===== src/rtl/seq_detect_ctrl_pkg.sv =====
// Shared types and defaults for the serial sequence-detector run controller.
package seq_ctrl_pkg;

    typedef enum logic [1:0] {
        IDLE  = 2'd0,
        ARMED = 2'd1,
        RUN   = 2'd2,
        DONE  = 2'd3
    } seq_state_t;

    localparam int MAXLEN_DEF = 8;
    localparam int CW_DEF     = 8;

    // Width needed to hold a pattern length of 0..maxlen.
    function automatic int len_w(input int maxlen);
        return $clog2(maxlen + 1);
    endfunction

endpackage


===== src/rtl/seq_detect_ctrl_if.sv =====
// Config handshake, run control, serial input and status bundle of the controller.
interface seq_detect_ctrl_if import seq_ctrl_pkg::*; #(
    parameter int MAXLEN = MAXLEN_DEF,
    parameter int CW     = CW_DEF
);
    localparam int LW = len_w(MAXLEN);

    logic              cfg_valid;
    logic              cfg_ready;
    logic [MAXLEN-1:0] cfg_pattern;
    logic [LW-1:0]     cfg_len;
    logic              cfg_overlap;
    logic [CW-1:0]     cfg_target;
    logic              cfg_err;
    logic              start;
    logic              stop;
    logic              A;
    logic              Y;
    logic              busy;
    logic              done;
    logic [CW-1:0]     match_count;

    modport master (
        output cfg_valid, cfg_pattern, cfg_len, cfg_overlap, cfg_target, start, stop, A,
        input  cfg_ready, cfg_err, Y, busy, done, match_count
    );

    modport slave (
        input  cfg_valid, cfg_pattern, cfg_len, cfg_overlap, cfg_target, start, stop, A,
        output cfg_ready, cfg_err, Y, busy, done, match_count
    );

endinterface


===== src/rtl/seq_detect_ctrl_match_core.sv =====
// History shift register, fill counter and masked pattern compare; match_next_o is
// combinational for the bit on A this cycle. State is held clear whenever run_i is low.
module seq_match_core import seq_ctrl_pkg::*; #(
    parameter  int MAXLEN = MAXLEN_DEF,
    localparam int LW     = len_w(MAXLEN)
) (
    input  logic              clk,
    input  logic              reset,
    input  logic              run_i,
    input  logic              a_i,
    input  logic [MAXLEN-1:0] pattern_i,
    input  logic [LW-1:0]     len_i,
    input  logic              overlap_i,
    output logic              match_next_o
);

    localparam logic [LW-1:0] FILL_MAX = LW'(MAXLEN);

    logic [MAXLEN-1:0] hist_q, hist_d;
    logic [MAXLEN-1:0] mask;
    logic [LW-1:0]     fill_q, fill_d;
    logic              hit;

    always_comb begin
        hist_d = {hist_q[MAXLEN-2:0], a_i};
        fill_d = (fill_q == FILL_MAX) ? FILL_MAX : fill_q + 1'b1;
        mask   = '0;
        for (int i = 0; i < MAXLEN; i++) begin
            mask[i] = (i < int'(len_i));
        end
        hit = (fill_d >= len_i) && ((hist_d & mask) == (pattern_i & mask));
    end

    assign match_next_o = run_i && hit;

    always_ff @(posedge clk) begin
        if (reset || !run_i) begin
            hist_q <= '0;
            fill_q <= '0;
        end else begin
            hist_q <= hist_d;
            // Non-overlap mode demands len fresh bits before the next match.
            fill_q <= (hit && !overlap_i) ? '0 : fill_d;
        end
    end

endmodule


===== src/rtl/seq_detect_ctrl.sv =====
// Run controller: config handshake, IDLE/ARMED/RUN/DONE FSM, saturating match counter.
// Y pulses one cycle after the edge that samples a match's final bit; cfg_ready only in IDLE/DONE.
module seq_detect_ctrl import seq_ctrl_pkg::*; #(
    parameter int MAXLEN = MAXLEN_DEF,
    parameter int CW     = CW_DEF
) (
    input logic              clk,
    input logic              reset,
    seq_detect_ctrl_if.slave bus
);

    localparam int              LW      = len_w(MAXLEN);
    localparam logic [LW-1:0]   LEN_MAX = LW'(MAXLEN);
    localparam logic [CW-1:0]   CNT_MAX = '1;

    seq_state_t        state_q;
    logic              loaded_q;
    logic [MAXLEN-1:0] pattern_q;
    logic [LW-1:0]     len_q;
    logic              overlap_q;
    logic [CW-1:0]     target_q;
    logic              y_q;
    logic              cfg_err_q;
    logic [CW-1:0]     count_q, count_d;

    logic cfg_open, cfg_take, len_ok, run_go, match_next, target_hit;

    assign cfg_open   = (state_q == IDLE) || (state_q == DONE);
    assign cfg_take   = cfg_open && bus.cfg_valid;
    assign len_ok     = (bus.cfg_len != '0) && (bus.cfg_len <= LEN_MAX);
    assign run_go     = bus.start && loaded_q;
    assign count_d    = (count_q == CNT_MAX) ? count_q : count_q + 1'b1;
    assign target_hit = (target_q != '0) && (count_d == target_q);

    seq_match_core #(.MAXLEN(MAXLEN)) u_core (
        .clk          (clk),
        .reset        (reset),
        .run_i        (state_q == RUN),
        .a_i          (bus.A),
        .pattern_i    (pattern_q),
        .len_i        (len_q),
        .overlap_i    (overlap_q),
        .match_next_o (match_next)
    );

    always_ff @(posedge clk) begin
        if (reset) begin
            state_q   <= IDLE;
            loaded_q  <= 1'b0;
            pattern_q <= '0;
            len_q     <= '0;
            overlap_q <= 1'b0;
            target_q  <= '0;
            y_q       <= 1'b0;
            cfg_err_q <= 1'b0;
            count_q   <= '0;
        end else begin
            y_q       <= 1'b0;
            cfg_err_q <= 1'b0;
            case (state_q)
                IDLE, DONE: begin
                    if (cfg_take) begin
                        if (len_ok) begin
                            pattern_q <= bus.cfg_pattern;
                            len_q     <= bus.cfg_len;
                            overlap_q <= bus.cfg_overlap;
                            target_q  <= bus.cfg_target;
                            loaded_q  <= 1'b1;
                            state_q   <= ARMED;
                        end else begin
                            cfg_err_q <= 1'b1;
                        end
                    end else if (run_go) begin
                        count_q <= '0;
                        state_q <= RUN;
                    end
                end
                ARMED: begin
                    if (run_go) begin
                        count_q <= '0;
                        state_q <= RUN;
                    end
                end
                RUN: begin
                    // stop wins over a match or target hit on the same edge.
                    if (bus.stop) begin
                        state_q <= ARMED;
                    end else if (match_next) begin
                        y_q     <= 1'b1;
                        count_q <= count_d;
                        if (target_hit) begin
                            state_q <= DONE;
                        end
                    end
                end
                default: state_q <= IDLE;
            endcase
        end
    end

    assign bus.cfg_ready   = cfg_open;
    assign bus.cfg_err     = cfg_err_q;
    assign bus.Y           = y_q;
    assign bus.busy        = (state_q == RUN);
    assign bus.done        = (state_q == DONE);
    assign bus.match_count = count_q;

endmodule

===== src/flat_wrapper.sv =====
// flat-port wrapper written by rule: the top's interface ports become plain ports
module seq_detect_ctrl_flat import seq_ctrl_pkg::*;
#(
    parameter int MAXLEN = MAXLEN_DEF,
    parameter int CW     = CW_DEF
)
  (clk, reset, bus_cfg_valid, bus_cfg_pattern, bus_cfg_len, bus_cfg_overlap, bus_cfg_target, bus_start, bus_stop, bus_A, bus_cfg_ready, bus_cfg_err, bus_Y, bus_busy, bus_done, bus_match_count);
  seq_detect_ctrl_if #(.MAXLEN(MAXLEN), .CW(CW)) bus_i ();
  input logic clk;
  input logic reset;
  input wire logic [$bits(bus_i.cfg_valid)-1:0] bus_cfg_valid;
  input wire logic [$bits(bus_i.cfg_pattern)-1:0] bus_cfg_pattern;
  input wire logic [$bits(bus_i.cfg_len)-1:0] bus_cfg_len;
  input wire logic [$bits(bus_i.cfg_overlap)-1:0] bus_cfg_overlap;
  input wire logic [$bits(bus_i.cfg_target)-1:0] bus_cfg_target;
  input wire logic [$bits(bus_i.start)-1:0] bus_start;
  input wire logic [$bits(bus_i.stop)-1:0] bus_stop;
  input wire logic [$bits(bus_i.A)-1:0] bus_A;
  output wire logic [$bits(bus_i.cfg_ready)-1:0] bus_cfg_ready;
  output wire logic [$bits(bus_i.cfg_err)-1:0] bus_cfg_err;
  output wire logic [$bits(bus_i.Y)-1:0] bus_Y;
  output wire logic [$bits(bus_i.busy)-1:0] bus_busy;
  output wire logic [$bits(bus_i.done)-1:0] bus_done;
  output wire logic [$bits(bus_i.match_count)-1:0] bus_match_count;
  assign bus_i.cfg_valid = bus_cfg_valid;
  assign bus_i.cfg_pattern = bus_cfg_pattern;
  assign bus_i.cfg_len = bus_cfg_len;
  assign bus_i.cfg_overlap = bus_cfg_overlap;
  assign bus_i.cfg_target = bus_cfg_target;
  assign bus_i.start = bus_start;
  assign bus_i.stop = bus_stop;
  assign bus_i.A = bus_A;
  assign bus_cfg_ready = bus_i.cfg_ready;
  assign bus_cfg_err = bus_i.cfg_err;
  assign bus_Y = bus_i.Y;
  assign bus_busy = bus_i.busy;
  assign bus_done = bus_i.done;
  assign bus_match_count = bus_i.match_count;
  seq_detect_ctrl #(.MAXLEN(MAXLEN), .CW(CW)) u_core (.clk(clk), .reset(reset), .bus(bus_i));
endmodule

===== config.mk =====
export PLATFORM = sky130hd
export DESIGN_NAME = seq_detect_ctrl_flat
export DESIGN_NICKNAME = d
export VERILOG_FILES = /design/src/rtl/seq_detect_ctrl_pkg.sv /design/src/rtl/seq_detect_ctrl_if.sv /design/src/rtl/seq_detect_ctrl_match_core.sv /design/src/rtl/seq_detect_ctrl.sv /design/src/flat_wrapper.sv
export SDC_FILE = /design/constraint.sdc
export NUM_CORES = 1
export LEC_CHECK = 0
export ABC_AREA = 1
export CORE_ASPECT_RATIO = 1.2
export CORE_MARGIN = 2
export CORE_UTILIZATION = 53
export CTS_CLUSTER_SIZE = 12
export DETAILED_ROUTE_END_ITERATION = 16
export PLACE_DENSITY = 0.78
export SLEW_MARGIN = 20
export SYNTH_ARGS = -nofsm -noshare
export SYNTH_HDL_FRONTEND = slang
export SYNTH_HIERARCHICAL = 1
export SYNTH_SLANG_ARGS = --single-unit

===== constraint.sdc =====
create_clock -name clk -period 3.5 [get_ports clk]
set_clock_uncertainty 0.15 [all_clocks]
set_input_delay 0.525 -clock clk [delete_from_list [all_inputs] [get_ports clk]]
set_output_delay 0.525 -clock clk [all_outputs]
set_load 0.05 [all_outputs]

==> impl_metrics.env <==
export IMPL_worstSetupPathType="register to register"
export IMPL_p_clk_frac=0.255
export IMPL_drtIter0Drc=138
export IMPL_ys_ff_latch=45
export IMPL_whs_ps=279
export IMPL_pwr_share_seq=0.406
export IMPL_final_common_cell="nand2_1"
export IMPL_antenna_left=0
export IMPL_finalSetupTns_ps=0
export IMPL_tightestPinTransition_ps=789
export IMPL_htreeDepth=2
export IMPL_cts_sinks=45
export IMPL_syn_cell_area_sq_um=2430
export IMPL_crit_required_ps=3580
export IMPL_final_area_sq_um=2990
export IMPL_first_pass_iters=4
export IMPL_hold_class="register to register"
export IMPL_cts_hold_buffers_added=0
export IMPL_wl_per_cell_um=12.1
export IMPL_cts_buffers=5
export IMPL_grt_usage=0.238
export IMPL_die_w_um=65.9
export IMPL_synth_fa_ha_area_frac=0.0514
export IMPL_clk_pin_slew_ps=90
export IMPL_ys_top_cells_by_area="dfxtp_1, nand2_1, nor2_1, inv_1, ha_1"
export IMPL_grt_max_degree=27
export IMPL_dieArea_sq_um=5150
export IMPL_n_antenna_cell=0
export IMPL_leakagePower_nw=1.30
export IMPL_power_switching_mw=0.564
export IMPL_start_util=0.542
export IMPL_ctsRootBufferMaster="clkbuf_8"
export IMPL_clock_path_buffers=2
export IMPL_placed_cell_area_sq_um=2880
export IMPL_die_h_um=78.3
export IMPL_yosys_cell_types_count=29
export IMPL_slew_headroom=0.474
export IMPL_synth_top_family_by_area="simple AND/OR/NAND/NOR gates"
export IMPL_nNetsFinal=444
export IMPL_grt_pass1_vias=2312
export IMPL_switching_share=0.363
export IMPL_drc=0
export IMPL_maxSlewViolCount=0
export IMPL_yosys_area_share_simple=0.353
export IMPL_fmax_mhz=342
export IMPL_path_depth=16
export IMPL_synth_top_area_share=0.370
export IMPL_clk_latency_ps=300
export IMPL_syn_num_nets=403
export IMPL_cp_top_family="simple AND/OR/NAND/NOR gates"
export IMPL_p_int_mw=0.988
export IMPL_cpPeakStageDelay_ps=480
export IMPL_overflow=0
export IMPL_tritoncts="built"
export IMPL_hold_depth=2
export IMPL_drt_total_wl_um=5660
export IMPL_startpoint_type="register"
export IMPL_portBuffers=39
export IMPL_grt_antenna_before_repair=0
export IMPL_fin_crit_sh=0.835
export IMPL_grt_pass1_wl_um=9710
export IMPL_synth_compound_area_frac=0.115
export IMPL_layout_drive_gt1_share=0.0760
export IMPL_core_sq_um=4490
export IMPL_synth_top_area_cell="dfxtp_1"
export IMPL_path_buf_inv=3
export IMPL_avgSynthCellArea_sq_um=6.65
export IMPL_grt_setup_unrepaired="no"
export IMPL_viasPerCell=5.13
export IMPL_postCtsSetupBuffers=0
export IMPL_reg2regPathDepth=16
export IMPL_cp_slowest_cell="a31oi_1"
export IMPL_cts_resized=0
export IMPL_hpwl_um=4190
export IMPL_place_gp_congestion=0.905
export IMPL_syn_inst=366
export IMPL_synth_xor_area_frac=0.0216
export IMPL_critPathCaptureType="register"
export IMPL_max_cap_viol_count=0
export IMPL_final_cell_mix="nand2_1, nor2_1, inv_1"
export IMPL_arrival_ps=3000
export IMPL_finalSetupViolations=0
export IMPL_synth_edff_count=0
export IMPL_crit_chain="inv_1, ha_1, nand2_1, and3_1, or2_2, ha_1, nand4_1, nand3_1, nand3_1, nor2_1, inv_1, nor4_2, buf_4, a31oi_1, nand2_1, a21oi_1"
export IMPL_num_vias=2389
export IMPL_combPwrFrac=0.339
export IMPL_area_growth_pct=22.8
export IMPL_total_power_mw=1.55
export IMPL_hold_viol=0
export IMPL_powerDensity_nw_per_um2=519
export IMPL_async_reset_ff_frac=0
export IMPL_muxShareOfSynthArea=0
export IMPL_io_pins=40
export IMPL_fin_crit_ps=2920
export IMPL_ys_warnings_count=6
export IMPL_path_max_fanout=9
export IMPL_ys_seq_area_frac=0.370
export IMPL_ys_flop_type="dfxtp_1"
export IMPL_ir_worst_vdd_mv=0.253
export IMPL_rows=27
export IMPL_status="finished, final reports clean"
[cells by family (layout without fill, tap and decap cells)]
| logic type | Yosys count | in the layout |
|---|---|---|
| AOI/OAI and AO/OA | 52 | 52 |
| xor gates and xnor gates | 6 | 6 |
| adders and majority gates | 10 | 10 |
| buffers and inverters | 56 | 98 |
| DFF | 45 | 45 |
| and+or+nand+nor | 197 | 197 |
[state kept, by name (all words and copies together) (netlist names)]
name	flops
u_core/bus.match_count	8
u_core/target_q	8
u_core/bus.cfg_err	1
u_core/u_core/hist_q	7
u_core/state_q	2
u_core/len_q	4
u_core/loaded_q	1
u_core/bus.Y	1
u_core/pattern_q	8
u_core/u_core/fill_q	4
u_core/overlap_q	1
[path summary, 6_finish.rpt]
check / start / endpoint / slack (ps)
worst max-delay path: u_core/u_core/fill_q[0] / u_core/bus.match_count[2] / 580
worst min-delay path: u_core/u_core/hist_q[0] / u_core/u_core/hist_q[1] / 280
worst max register to register: u_core/u_core/fill_q[0] / u_core/bus.match_count[2] / 580
worst min register to register: u_core/u_core/hist_q[0] / u_core/u_core/hist_q[1] / 280
[cell type report]
cell class                      count  area (sq um)
Clock buffer                        6          72.6
Clock inverter                      2          38.8
Tap cell                           58          72.6
Fill cell                         420          1500
Inverter                           49           184
Sequential cell                    45           901
Timing Repair Buffer               41           405
Multi-Input combinational cell    265          1320
[synth_stat cells (2+ instances only)]
master,count
or2_1,2
nand2_2,9
nor2_2,4
ha_1,10
nand2_1,84
nor2_4,2
a21oi_1,21
nand4_1,5
inv_1,46
xnor2_1,3
o21bai_1,3
nor2_1,60
nand3_1,25
xor2_1,3
o21ai_0,24
clkbuf_1,6
dfxtp_1,45
inv_2,3
[per-layer routing]
layer,vias to the layer above,part of all wire,GRT usage
li1,1235,-,-
met1,1080,0.42,0.262
met2,59,0.53,0.442
met3,15,0.030,0.0315
met4,0,0.024,0.102
met5,-,0,0
[power groups by stage]
stage               Sequential, mW  Combinational [mW]  Clock [mW]
global placement             0.638               0.511           0
global route                 0.640               0.598       0.424
detailed placement           0.641               0.520           0
CTS                          0.630               0.525       0.403
floorplan                    0.633               0.382           0
finish                       0.630               0.525       0.396
[worst min-delay path, cell delays in order (launching register included)]
cell,delay (ps)
dfxtp_1,320
inv_1,50
nor2_1,30
[through the flow]
step | utilization | setup WS, ps | cells
floorplan | - | 688 | 366
global placement | 0.641 | 709 | 458
detailed placement | 0.641 | 606 | 458
CTS | 0.666 | 599 | 466
global route | 0.666 | 268 | 466
finish | 0.666 | 578 | 466
No activity file was read; power rests on OpenSTA's default activity.
